### src/rtl/shift_pkg.sv
// Shared definitions for the pipelined barrel shifter: operation codes and
// the helper that splits the log-steps into pipeline groups.
package shift_pkg;

  typedef enum logic [2:0] {
    OP_SLL = 3'b000,
    OP_SRL = 3'b001,
    OP_SRA = 3'b010,
    OP_ROR = 3'b011,
    OP_ROL = 3'b100
  } shift_op_e;

  // Log-steps per pipeline group; the last group may be shorter or empty.
  function automatic int steps_per_stage(input int shamt_w, input int stages);
    return (shamt_w + stages - 1) / stages;
  endfunction

endpackage

### src/rtl/shift_step.sv
// One combinational log-step of the barrel shifter: moves data by DIST bit
// positions when enabled. ROL never reaches here; it is rewritten to ROR at issue.
module shift_step
  import shift_pkg::*;
#(
  parameter int WIDTH = 16,
  parameter int DIST  = 1
) (
  input  logic [WIDTH-1:0] data,
  input  shift_op_e        op,
  input  logic             sign,
  input  logic             en,
  output logic [WIDTH-1:0] result
);

  always_comb begin
    result = data;
    if (en) begin
      case (op)
        OP_SLL:  result = data << DIST;
        OP_SRL:  result = data >> DIST;
        OP_SRA:  result = {{DIST{sign}}, data[WIDTH-1:DIST]};
        OP_ROR:  result = {data[DIST-1:0], data[WIDTH-1:DIST]};
        default: result = data;
      endcase
    end
  end

endmodule

### src/rtl/shift_unit.sv
// Pipelined barrel shifter with valid/ready flow control, a pass-through tag
// and zero/negative flags on the result.
module shift_unit
  import shift_pkg::*;
#(
  parameter  int WIDTH   = 16,
  parameter  int STAGES  = 2,
  parameter  int TAG_W   = 4,
  localparam int SHAMT_W = $clog2(WIDTH)
) (
  input  logic               clk,
  input  logic               rst,
  input  logic               in_valid,
  output logic               in_ready,
  input  logic [2:0]         in_op,
  input  logic [WIDTH-1:0]   in_data,
  input  logic [SHAMT_W-1:0] in_shamt,
  input  logic [TAG_W-1:0]   in_tag,
  output logic               out_valid,
  input  logic               out_ready,
  output logic [WIDTH-1:0]   out_data,
  output logic [TAG_W-1:0]   out_tag,
  output logic               out_z,
  output logic               out_n
);

  localparam int SPS = steps_per_stage(SHAMT_W, STAGES);

  // Handshake: a transfer happens on an edge where valid && ready. A stage
  // accepts when it is empty or its downstream neighbour accepts this cycle,
  // so bubbles collapse and a full stage that cannot drain holds its contents.

  typedef struct packed {
    logic [WIDTH-1:0]   data;
    shift_op_e          op;
    logic [SHAMT_W-1:0] shamt;
    logic               sign;
    logic [TAG_W-1:0]   tag;
  } stage_t;

  stage_t              issue;
  stage_t              stage_q   [STAGES];
  stage_t              stage_nxt [STAGES];
  logic [STAGES-1:0]   valid_q;
  logic [STAGES-1:0]   up_valid;
  logic [STAGES:0]     ready;
  logic                z_q;
  logic                n_q;

  // ROL by s equals ROR by (WIDTH - s) mod WIDTH; the modulo is free in SHAMT_W bits.
  always_comb begin
    issue       = '0;
    issue.data  = in_data;
    issue.op    = shift_op_e'(in_op);
    issue.shamt = in_shamt;
    issue.sign  = in_data[WIDTH-1];
    issue.tag   = in_tag;
    if (in_op == OP_ROL) begin
      issue.op    = OP_ROR;
      issue.shamt = SHAMT_W'(0) - in_shamt;
    end
  end

  always_comb begin
    ready[STAGES] = out_ready;
    for (int k = STAGES - 1; k >= 0; k--) begin
      ready[k] = !valid_q[k] || ready[k+1];
    end
  end

  for (genvar g = 0; g < STAGES; g++) begin : g_stage
    stage_t           src;
    logic [WIDTH-1:0] chain [SPS+1];

    if (g == 0) begin : g_head
      assign src         = issue;
      assign up_valid[g] = in_valid;
    end else begin : g_body
      assign src         = stage_q[g-1];
      assign up_valid[g] = valid_q[g-1];
    end

    assign chain[0] = src.data;

    for (genvar j = 0; j < SPS; j++) begin : g_step
      localparam int K = g * SPS + j;
      if (K < SHAMT_W) begin : g_real
        shift_step #(
          .WIDTH (WIDTH),
          .DIST  (1 << K)
        ) u_step (
          .data   (chain[j]),
          .op     (src.op),
          .sign   (src.sign),
          .en     (src.shamt[K]),
          .result (chain[j+1])
        );
      end else begin : g_pass
        assign chain[j+1] = chain[j];
      end
    end

    assign stage_nxt[g] = {chain[SPS], src.op, src.shamt, src.sign, src.tag};
  end

  always_ff @(posedge clk) begin
    if (rst) begin
      valid_q <= '0;
      for (int k = 0; k < STAGES; k++) begin
        stage_q[k] <= '0;
      end
      z_q <= 1'b0;
      n_q <= 1'b0;
    end else begin
      for (int k = 0; k < STAGES; k++) begin
        if (ready[k]) begin
          valid_q[k] <= up_valid[k];
          if (up_valid[k]) begin
            stage_q[k] <= stage_nxt[k];
          end
        end
      end
      // Flags track the final-stage data register and only move when it loads.
      if (ready[STAGES-1] && up_valid[STAGES-1]) begin
        z_q <= (stage_nxt[STAGES-1].data == '0);
        n_q <= stage_nxt[STAGES-1].data[WIDTH-1];
      end
    end
  end

  assign in_ready  = ready[0];
  assign out_valid = valid_q[STAGES-1];
  assign out_data  = stage_q[STAGES-1].data;
  assign out_tag   = stage_q[STAGES-1].tag;
  assign out_z     = z_q;
  assign out_n     = n_q;

endmodule

### config.mk
export PLATFORM = sky130hd
export DESIGN_NAME = shift_unit
export DESIGN_NICKNAME = d
export VERILOG_FILES = /design/src/rtl/shift_pkg.sv /design/src/rtl/shift_step.sv /design/src/rtl/shift_unit.sv
export SDC_FILE = /design/constraint.sdc
export NUM_CORES = 1
export LEC_CHECK = 0
export CAP_MARGIN = 20
export CORE_ASPECT_RATIO = 1.25
export CORE_UTILIZATION = 55
export DETAILED_ROUTE_END_ITERATION = 10
export GPL_ROUTABILITY_DRIVEN = 0
export PLACE_DENSITY = 0.82
export SLEW_MARGIN = 25
export SYNTH_ARGS = -nofsm -noshare
export SYNTH_HDL_FRONTEND = slang
export SYNTH_SLANG_ARGS = --single-unit
### constraint.sdc
create_clock -name clk -period 6.5 [get_ports clk]
set_input_delay 1.3 -clock clk [delete_from_list [all_inputs] [get_ports clk]]
set_output_delay 1.3 -clock clk [all_outputs]
set_load 0.03 [all_outputs]
# [Yosys cells after proc, flatten, opt, wreduce, memory -nomap -nowiden]
# Memory sizes are Yosys's and may differ from the RTL's.
# Index checks and enable logic that the tools add are counted.
[word_totals] ff_bits=4 output_inout_bits=24 mem_count=1 word_cells=44 ram_bits=56 in_bits=31
[memory_table] name="stage_q" words=2 width=28 read_ports=2 rd_ports_with_merged_regs=0 wr=2 line="shift_unit.sv:42" source="stage_t stage_q [STAGES];"
[op_classes] eq_ne=7 addsub=1 bitwise=2 n_reduce_logical=8 n_mux=21
[op_table] cell="16-bit case mux with 4 select lines" n=4
[op_table] cell="16-bit 2-to-1 mux" n=4
[op_table] cell="28-bit 2-to-1 mux" n=2
[op_table] cell="16-bit logical NOT" n=1
[op_table] cell="3-bit by 2-bit equality test with 1-bit output (second input constant)" n=4
[op_table] cell="1-bit 2-to-1 mux" n=10
[op_table] cell="7-bit 2-to-1 mux" n=1
[op_table] cell="3-bit by 1-bit equality test with 1-bit output (second input constant)" n=2
[op_table] cell="3-bit logical NOT" n=2
[op_table] cell="1-bit by 4-bit subtractor with 4-bit output (first input constant)" n=1
[op_table] cell="3-bit equality test (second input constant)" n=1
[op_table] cell="1-bit logical NOT" n=2
[op_table] cell="1-bit logical OR" n=2
[op_table] cell="1-bit bitwise OR" n=2
[op_table] cell="1-bit logical AND" n=1

# [Longest topological paths before layout]
# Gate-level depths: netlist of the first run.
[logic_depth] depth_word=8 depth_mapped=8 ltp_nobuf=7

# [Cells and area by module]
# A second synthesis of the first run with hierarchy kept.
[unflattened] cells_unflattened=328 hier_area_um2=3365.7
[modules_own_cells] mod="shift_unit" instances=1 seq_area_each_um2=1461.4 area_per_inst_um2=2005.7 cells_each=139
[modules_own_cells] mod="shift_step at g_stage[0].g_step[1].g_real.u_step" instances=1 seq_area_each_um2=0.0 area_per_inst_um2=359.1 cells_each=53
[modules_own_cells] mod="shift_step at g_stage[0].g_step[0].g_real.u_step" instances=1 seq_area_each_um2=0.0 area_per_inst_um2=352.8 cells_each=54
[modules_own_cells] mod="shift_step at g_stage[1].g_step[0].g_real.u_step" instances=1 seq_area_each_um2=0.0 area_per_inst_um2=344.1 cells_each=48
[modules_own_cells] mod="shift_step at g_stage[1].g_step[1].g_real.u_step" instances=1 seq_area_each_um2=0.0 area_per_inst_um2=304.0 cells_each=34

# [Least setup slack after synthesis of the first run]
# No wires, ideal clock.
[synth_timing] kind="in2reg" startpoint="input in_shamt[0]" endpoint="memory stage_q[0][26] (netlist bit) (data pin)" stages=8 t_required_ns=6.245 arrival_ns=2.748 n_path_buf=2 setup_slack_ns=3.497 setup_ns=0.255 cell_sequence="buf_2 inv_1 ha_1 and3_1 nor2_1 clkbuf_1 nand2_1 and3_1"
[synth_rtl] element="from (decl)" line="shift_unit.sv:17" source="input logic [SHAMT_W-1:0] in_shamt,"
[synth_rtl] element="to (decl)" line="shift_unit.sv:42"

# [Worst setup path after layout of the first run]
[layout_timing] startpoint="input out_ready" endpoint="output in_ready"
[layout_via] elab_chain_cells=2
[layout_rtl] element="from (decl)" line="shift_unit.sv:20" source="input logic out_ready,"
[layout_rtl] element="1-bit logical OR (2 in a row)" line="shift_unit.sv:67" source="ready[k] = !valid_q[k] || ready[k+1];"
[layout_rtl] element="to (decl)" line="shift_unit.sv:14" source="output logic in_ready,"
# No other way between the ends.

==> out/results.ini, run 1 <==
[status]
run_status=completed

[place]
detailed_place_hpwl_um=6751
numPortBuffers=54
detailed_place.area_um2=4244

[worst_hold_path]
holdCritStartpoint=out_n
min_to=out_n
holdPathStages=2
worst_hold_path_type=register to register

[pwr]
share_comb_of_total_power=0.320
power.static_leakage_nw=1.535
vdd.ir_drop.worst_mv=0.09960
power.density_cell_area_nw_per_um2=199.0
power_switching_share=0.3335
clock_power_share=0.193
power.net_switching_uw=287.0
internal_power_uw=573.5
power_frac_seq=0.487
post-layout-total-power_uw=860.6

[layout]
multi_input_comb_area_um2=2111
final-seq-area_um2=1461
design.final.nets=485
post_route_cells_drive_above_1_share=0.06388
areaGrowthSynthToFinish_pct=15.73
insertedDiodeCount=0
fillers=531
utilization_after_layout=0.6589
final_cell_area_um2=4325

[worst_setup_path]
timing.reg2reg.setup_slack_ps=3820
critical_path.n_buffers_inverters=2
critical_path_peak_fanout=3
criticalPathCategory=input pin to output port
worstSetupStartpointType=input pin
r2r-start=stage_q[0][9]
max_stage_delay_ps=630
timing.critical_path.required_ps=5200
startpoint=out_ready
critical_path.slowest_cell=clkdlybuf4s50_1
path_cells=clkdlybuf4s50_1 > nor2b_1 > nand2_1 > clkdlybuf4s50_1
crit_family=buffers and inverters
reg2regPathDepth=6
critPathMostFrequentCell=clkdlybuf4s50_1
setup.worst_path.end_class=output port
worst_ep_arrival_time_ps=2660
r2r-end=out_z

[synthesis]
synth_seq_cells=50
syn_inst=422
async_reset_ff_frac=0
synth.most_common_cell=nor2_1
avgSynthCellArea_um2=8.856
synth.cell_area_um2=3737
synthesis.nets=454
synth_cell_type_count=72
area_share_of_the_largest_cell_type_after_synthesis=0.3696
synth_top_cells_by_count=nor2_1, edfxtp_1, nand2_1, a21oi_1, o21ai_0
yosys_most_used_dff=edfxtp_1
synthesis.yosys.warnings=0
synthTopCellsByArea=edfxtp_1, nor2_1, nand2_1, a21oi_1, a22oi_1
number_of_enable_flip_flop_cells_after_synthesis=46
synth_top_cell_by_area=edfxtp_1
ys_seq_area_frac=0.3910

[floorplan]
top_level_ports=55
die-height_um=94.17
floorplan.die_area_um2=7131
placeableCoreArea_um2=6565
num_rows=33
floorplan.initialDensity=0.5693
floorplan.die.width_um=75.73

[run]
maxCapViolations=0

[route]
post-route-drc-count=0
antenna_violating_nets_post_route=0
drt-pass1-iter-count=6
vias=3574
routed_wire_length_per_instance_um=17.03
met2RoutedLength_um=4679
drt_iter0_drc=516
highest-signal-layer=met4
met1Wirelength_um=3441
via_density_per_instance=6.606
postRouteWirelength_um=9211
route.met3.wl_um=562

[sta]
final_min_period_over_clock_period=0.6090
slew_headroom=0.3560
setup_viol=0
timing_worst_slew_pin_value_ps=962.5
achievable-frequency_mhz=252.6
final.min_clock_period_ps=3959
final.setup.tns_ps=0
final-hold-violation-count=0
max_slew_vio_count=0
fin_worst_skew_ps=2.947
rsz0062_at_grt=no

[cts]
clock_buffers_created_by_tritoncts=5
postCtsResizedCells=0
clkSlewWorstSetupHoldPaths_ps=80
cts_hold_repair.buffers=0
clock_sink_count=50
h_tree_depth=2
cts_setup_buffers=0
tritoncts_clock_tree=built
clock_latency_late_sink_ps=300
cts-root-to-sink-buffers=2
ctsRootBufferMaster=clkbuf_8

[grt]
grt_pass1_vias=3288
antenna_found_initial=0
wire_length_of_the_first_global_routing_pass_um=15170
grt_use_total=0.2775
grt_remaining_overflow=0
grt_max_degree=29

[power groups by stage]
stage | clock network (mW) | registers [mW] | logic [mW]
after global placement | 0 | 0.423 | 0.264
final | 0.166 | 0.419 | 0.275
after global routing | 0.183 | 0.423 | 0.299
after detailed placement | 0 | 0.424 | 0.268
after floorplan | 0 | 0.437 | 0.170
after CTS | 0.169 | 0.417 | 0.270
[state kept, by name (all words and copies together) (netlist names)]
signal / count
stage_q: 46
valid_q: 2
out_n: 1
out_z: 1
[worst max path at each step]
stage	to	slack, ps	cells after the start
finish	in_ready	2540	4
global route	stage_q[0][16]	2370	7
CTS	in_ready	2560	4
detailed placement	stage_q[0][26]	2330	7
global placement	stage_q[0][26]	2360	7
floorplan	stage_q[0][26]	3500	8
[cells in the final DEF (no fill, tap or decap), types with 7 or more instances in the layout]
cell type	instances
nor2_1	56
clkdlybuf4s50_1	54
nand2_1	46
edfxtp_1	46
a21oi_1	29
o21ai_0	17
a22oi_1	16
o221ai_1	13
and2_1	12
mux2i_1	11
o22ai_1	11
a211oi_1	7
mux2_2	7
[routing by layer]
metal | up-vias | global-route usage
met3 | 62 | 0.04399
met5 | - | 0
met4 | 0 | 0.1759
met1 | 1602 | 0.3108
met2 | 231 | 0.4762
li1 | 1679 | -
[kinds of logic after synthesis]
group	count (synthesis)	share of synthesized area
simple gates	167	0.2236
buf+inv	36	0.04586
xor+xnor	3	0.007032
mux	21	0.05959
compound gates	144	0.2695
flops	50	0.3910
fa+ha+maj	1	0.003347
[layout make-up]
class                           instances  share of cell area
Clock buffer                            6             0.01678
Multi-Input combinational cell        336              0.4880
Inverter                                6            0.005207
Clock inverter                          2            0.002025
Tap cell                               87             0.02517
Timing Repair Buffer                   54              0.1250
Sequential cell                        50              0.3379
[worst reg2reg max path, cell delays in order (launching register included)]
cell       delay [ps]
edfxtp_1          600
nor2_1            820
a2111oi_0         180
a21oi_1           230
nor4bb_1          390
nand4_1           150
o31ai_2           230
[metrics by stage]
stage,std cells,setup WS [ps],hold WS (ps)
after global placement,533,2361,441.2
after floorplan,422,3497,496.7
after global routing,541,2370,518.1
after detailed placement,533,2329,448.4
final,541,2541,458.1
after CTS,541,2565,467.1
Note: power is estimated with default switching activity, not from simulation.
==> run 2: changes to the inputs <==
- clock period: 6.5 -> 4.15 ns (I/O delays scaled with it)
==> run 2 against run 1 <==
Effect of this change: non-clock buffer count grew 5; sequential cell count unchanged; worst hold slack about the same; sequential power is 57% higher; first-iteration DRC count fell by 21%; setup slack lost 1700 ps.
==> out/results.ini, run 2 (same netlist as run 1, synthesis figures left out) <==
[grt]
grt_pass1_vias=3200  ; was 3288
grt_remaining_overflow=0  ; unchanged
grt_max_degree=29  ; unchanged
wire_length_of_the_first_global_routing_pass_um=14930  ; was 15170 um
antenna_found_initial=0  ; unchanged
grt_use_total=0.2782  ; was 0.2775

[worst_hold_path]
holdPathStages=2  ; unchanged
min_to=out_n  ; unchanged
worst_hold_path_type=register to register  ; unchanged
holdCritStartpoint=out_n  ; unchanged

[layout]
layout.cells.most_common=nor2_1  ; unchanged
largest-register=stage_q  ; unchanged
insertedDiodeCount=0  ; unchanged
design.final.nets=490  ; was 485
largest_register_ff_count=46  ; unchanged
layout.cells.most_common_list=nor2_1, clkdlybuf4s50_1, nand2_1, edfxtp_1, a21oi_1  ; unchanged
top_regs=stage_q x46, valid_q x2  ; unchanged
areaGrowthSynthToFinish_pct=16.67  ; was 15.73%
final_cell_area_um2=4360  ; was 4325 um^2
post_route_cells_drive_above_1_share=0.07190  ; was 0.06388
finalNonFillerCells=546  ; was 541
utilization_after_layout=0.6642  ; was 0.6589

[sta]
holdWs_ps=458.0  ; was 458.1 ps
final.setup.tns_ps=0  ; unchanged
setup_viol=0  ; unchanged
slew_headroom=0.3623  ; was 0.3560
timing_worst_slew_pin_value_ps=956.5  ; was 962.5 ps
final.min_clock_period_ps=3305
final_min_period_over_clock_period=0.7964
final-hold-violation-count=0  ; unchanged
achievable-frequency_mhz=302.5
max_slew_vio_count=0  ; unchanged
final_critical_path_setup_slack_ps=844.7  ; was 2541 ps
fin_worst_skew_ps=4.217  ; was 2.947 ps
rsz0062_at_grt=no  ; unchanged

[route]
route.met3.wl_um=597  ; was 562 um
met2RoutedLength_um=4666  ; was 4679 um
drt_iter0_drc=410  ; was 516
highest-signal-layer=met4  ; unchanged
routed_wire_length_per_instance_um=17.07  ; was 17.03 um
post-route-drc-count=0  ; unchanged
vias=3637  ; was 3574
drt-pass1-iter-count=7  ; was 6
antenna_violating_nets_post_route=0  ; unchanged
via_density_per_instance=6.661  ; was 6.606
met1Wirelength_um=3424  ; was 3441 um
postRouteWirelength_um=9322  ; was 9211 um

[cts]
ctsRootBufferMaster=clkbuf_8  ; unchanged
clock_sink_count=50  ; unchanged
clock_buffers_created_by_tritoncts=5  ; unchanged
cts_setup_buffers=0  ; unchanged
cts_hold_repair.buffers=0  ; unchanged
clock_latency_late_sink_ps=310  ; was 300 ps
h_tree_depth=2  ; unchanged
tritoncts_clock_tree=built  ; unchanged
clkSlewWorstSetupHoldPaths_ps=80  ; about the same
cts-root-to-sink-buffers=2  ; unchanged
postCtsResizedCells=0  ; unchanged

[floorplan]
num_rows=33  ; unchanged
placeableCoreArea_um2=6565  ; unchanged
top_level_ports=55  ; unchanged
floorplan.initialDensity=0.5693  ; unchanged
floorplan.die.width_um=75.73  ; unchanged
floorplan.die_area_um2=7131  ; unchanged
die-height_um=94.17  ; unchanged

[place]
detailed_place.area_um2=4275  ; was 4244 um^2
numPortBuffers=54  ; unchanged
place.detailed.instances=538  ; was 533
detailed_place_hpwl_um=6858  ; was 6751 um
place_worst_setup_slack_ps=565.6  ; was 2329 ps

[worst_setup_path]
crit_family=simple AND/OR/NAND/NOR gates  ; was buffers and inverters
critical_path_peak_fanout=28  ; was 3
worst_ep_arrival_time_ps=3330  ; was 2660 ps
timing.reg2reg.setup_slack_ps=1610  ; was 3820 ps
r2r-end=out_z  ; unchanged
critical_path.slowest_cell=clkdlybuf4s50_1  ; unchanged
setup.worst_path.end_class=register  ; was output port
critical_path.n_buffers_inverters=1  ; was 2
r2r-start=stage_q[0][10]  ; was stage_q[0][9]
timing.critical_path.required_ps=4170  ; was 5200 ps
path_cells=clkdlybuf4s50_1 > nor2_4 > mux2_2 > o221a_2 > or2_1 > o211ai_1 > a21oi_1  ; was clkdlybuf4s50_1 > nor2b_1 > nand2_1 > clkdlybuf4s50_1
criticalPathCategory=input pin to register  ; was input pin to output port
reg2regPathDepth=6  ; unchanged
worstSetupStartpointType=input pin  ; unchanged
max_stage_delay_ps=730  ; was 630 ps

[pwr]
post-layout-total-power_mw=1.365  ; was 860.6 uW
clock_power_share=0.199  ; was 0.193
share_comb_of_total_power=0.320  ; about the same
power_frac_seq=0.481  ; was 0.487
vdd.ir_drop.worst_mv=0.1420  ; was 0.09960 mV
power.net_switching_uw=463.0  ; was 287.0 uW
power.static_leakage_nw=1.556  ; was 1.535 nW
power.density_cell_area_nw_per_um2=313.0  ; was 199.0 nW/um^2
power_switching_share=0.3393  ; was 0.3335
internal_power_uw=901.7  ; was 573.5 uW

[status]
run_status=completed  ; unchanged

[run]
maxCapViolations=0  ; unchanged

[run 2: worst min-delay path: cells and delay by family, from the launching register on]
family | cells | cell delay (ps)
flops | 1 | 330
compound gates | 1 | 50
simple gates | 1 | 40
[run 2: per-layer routing]
metal | vias up | track usage
li1 | 1693 | -
met1 | 1667 | 0.3036
met2 | 222 | 0.4807
met3 | 55 | 0.04721
met4 | 0 | 0.1836
met5 | - | 0
[run 2: worst max-delay path by stage]
stage / start / endpoint / slack [ps] / cells after the start
after floorplan: in_shamt[0] / stage_q[0][26] / 1620 / 8
after detailed placement: in_op[0] / stage_q[0][21] / 570 / 7
after global placement: in_op[0] / stage_q[0][21] / 650 / 7
after CTS: in_op[0] / stage_q[0][21] / 900 / 7
final: in_op[0] / stage_q[0][21] / 840 / 7
after global routing: in_op[0] / stage_q[0][16] / 720 / 6
[run 2: final cells by class]
cell class | instances | area, um^2
Timing Repair Buffer | 59 | 578.1
Fill cell | 540 | 2205
Clock inverter | 3 | 16.27
Clock buffer | 5 | 68.82
Multi-Input combinational cell | 336 | 2105
Tap cell | 87 | 108.9
Inverter | 6 | 22.52
Sequential cell | 50 | 1461
[run 2: power groups by stage]
stage / sequential, mW / combinational (mW) / clock [mW]
floorplan: 0.684 / 0.266 / 0
global placement: 0.663 / 0.419 / 0
detailed placement: 0.665 / 0.426 / 0
CTS: 0.653 / 0.428 / 0.271
global route: 0.661 / 0.474 / 0.295
finish: 0.656 / 0.437 / 0.271
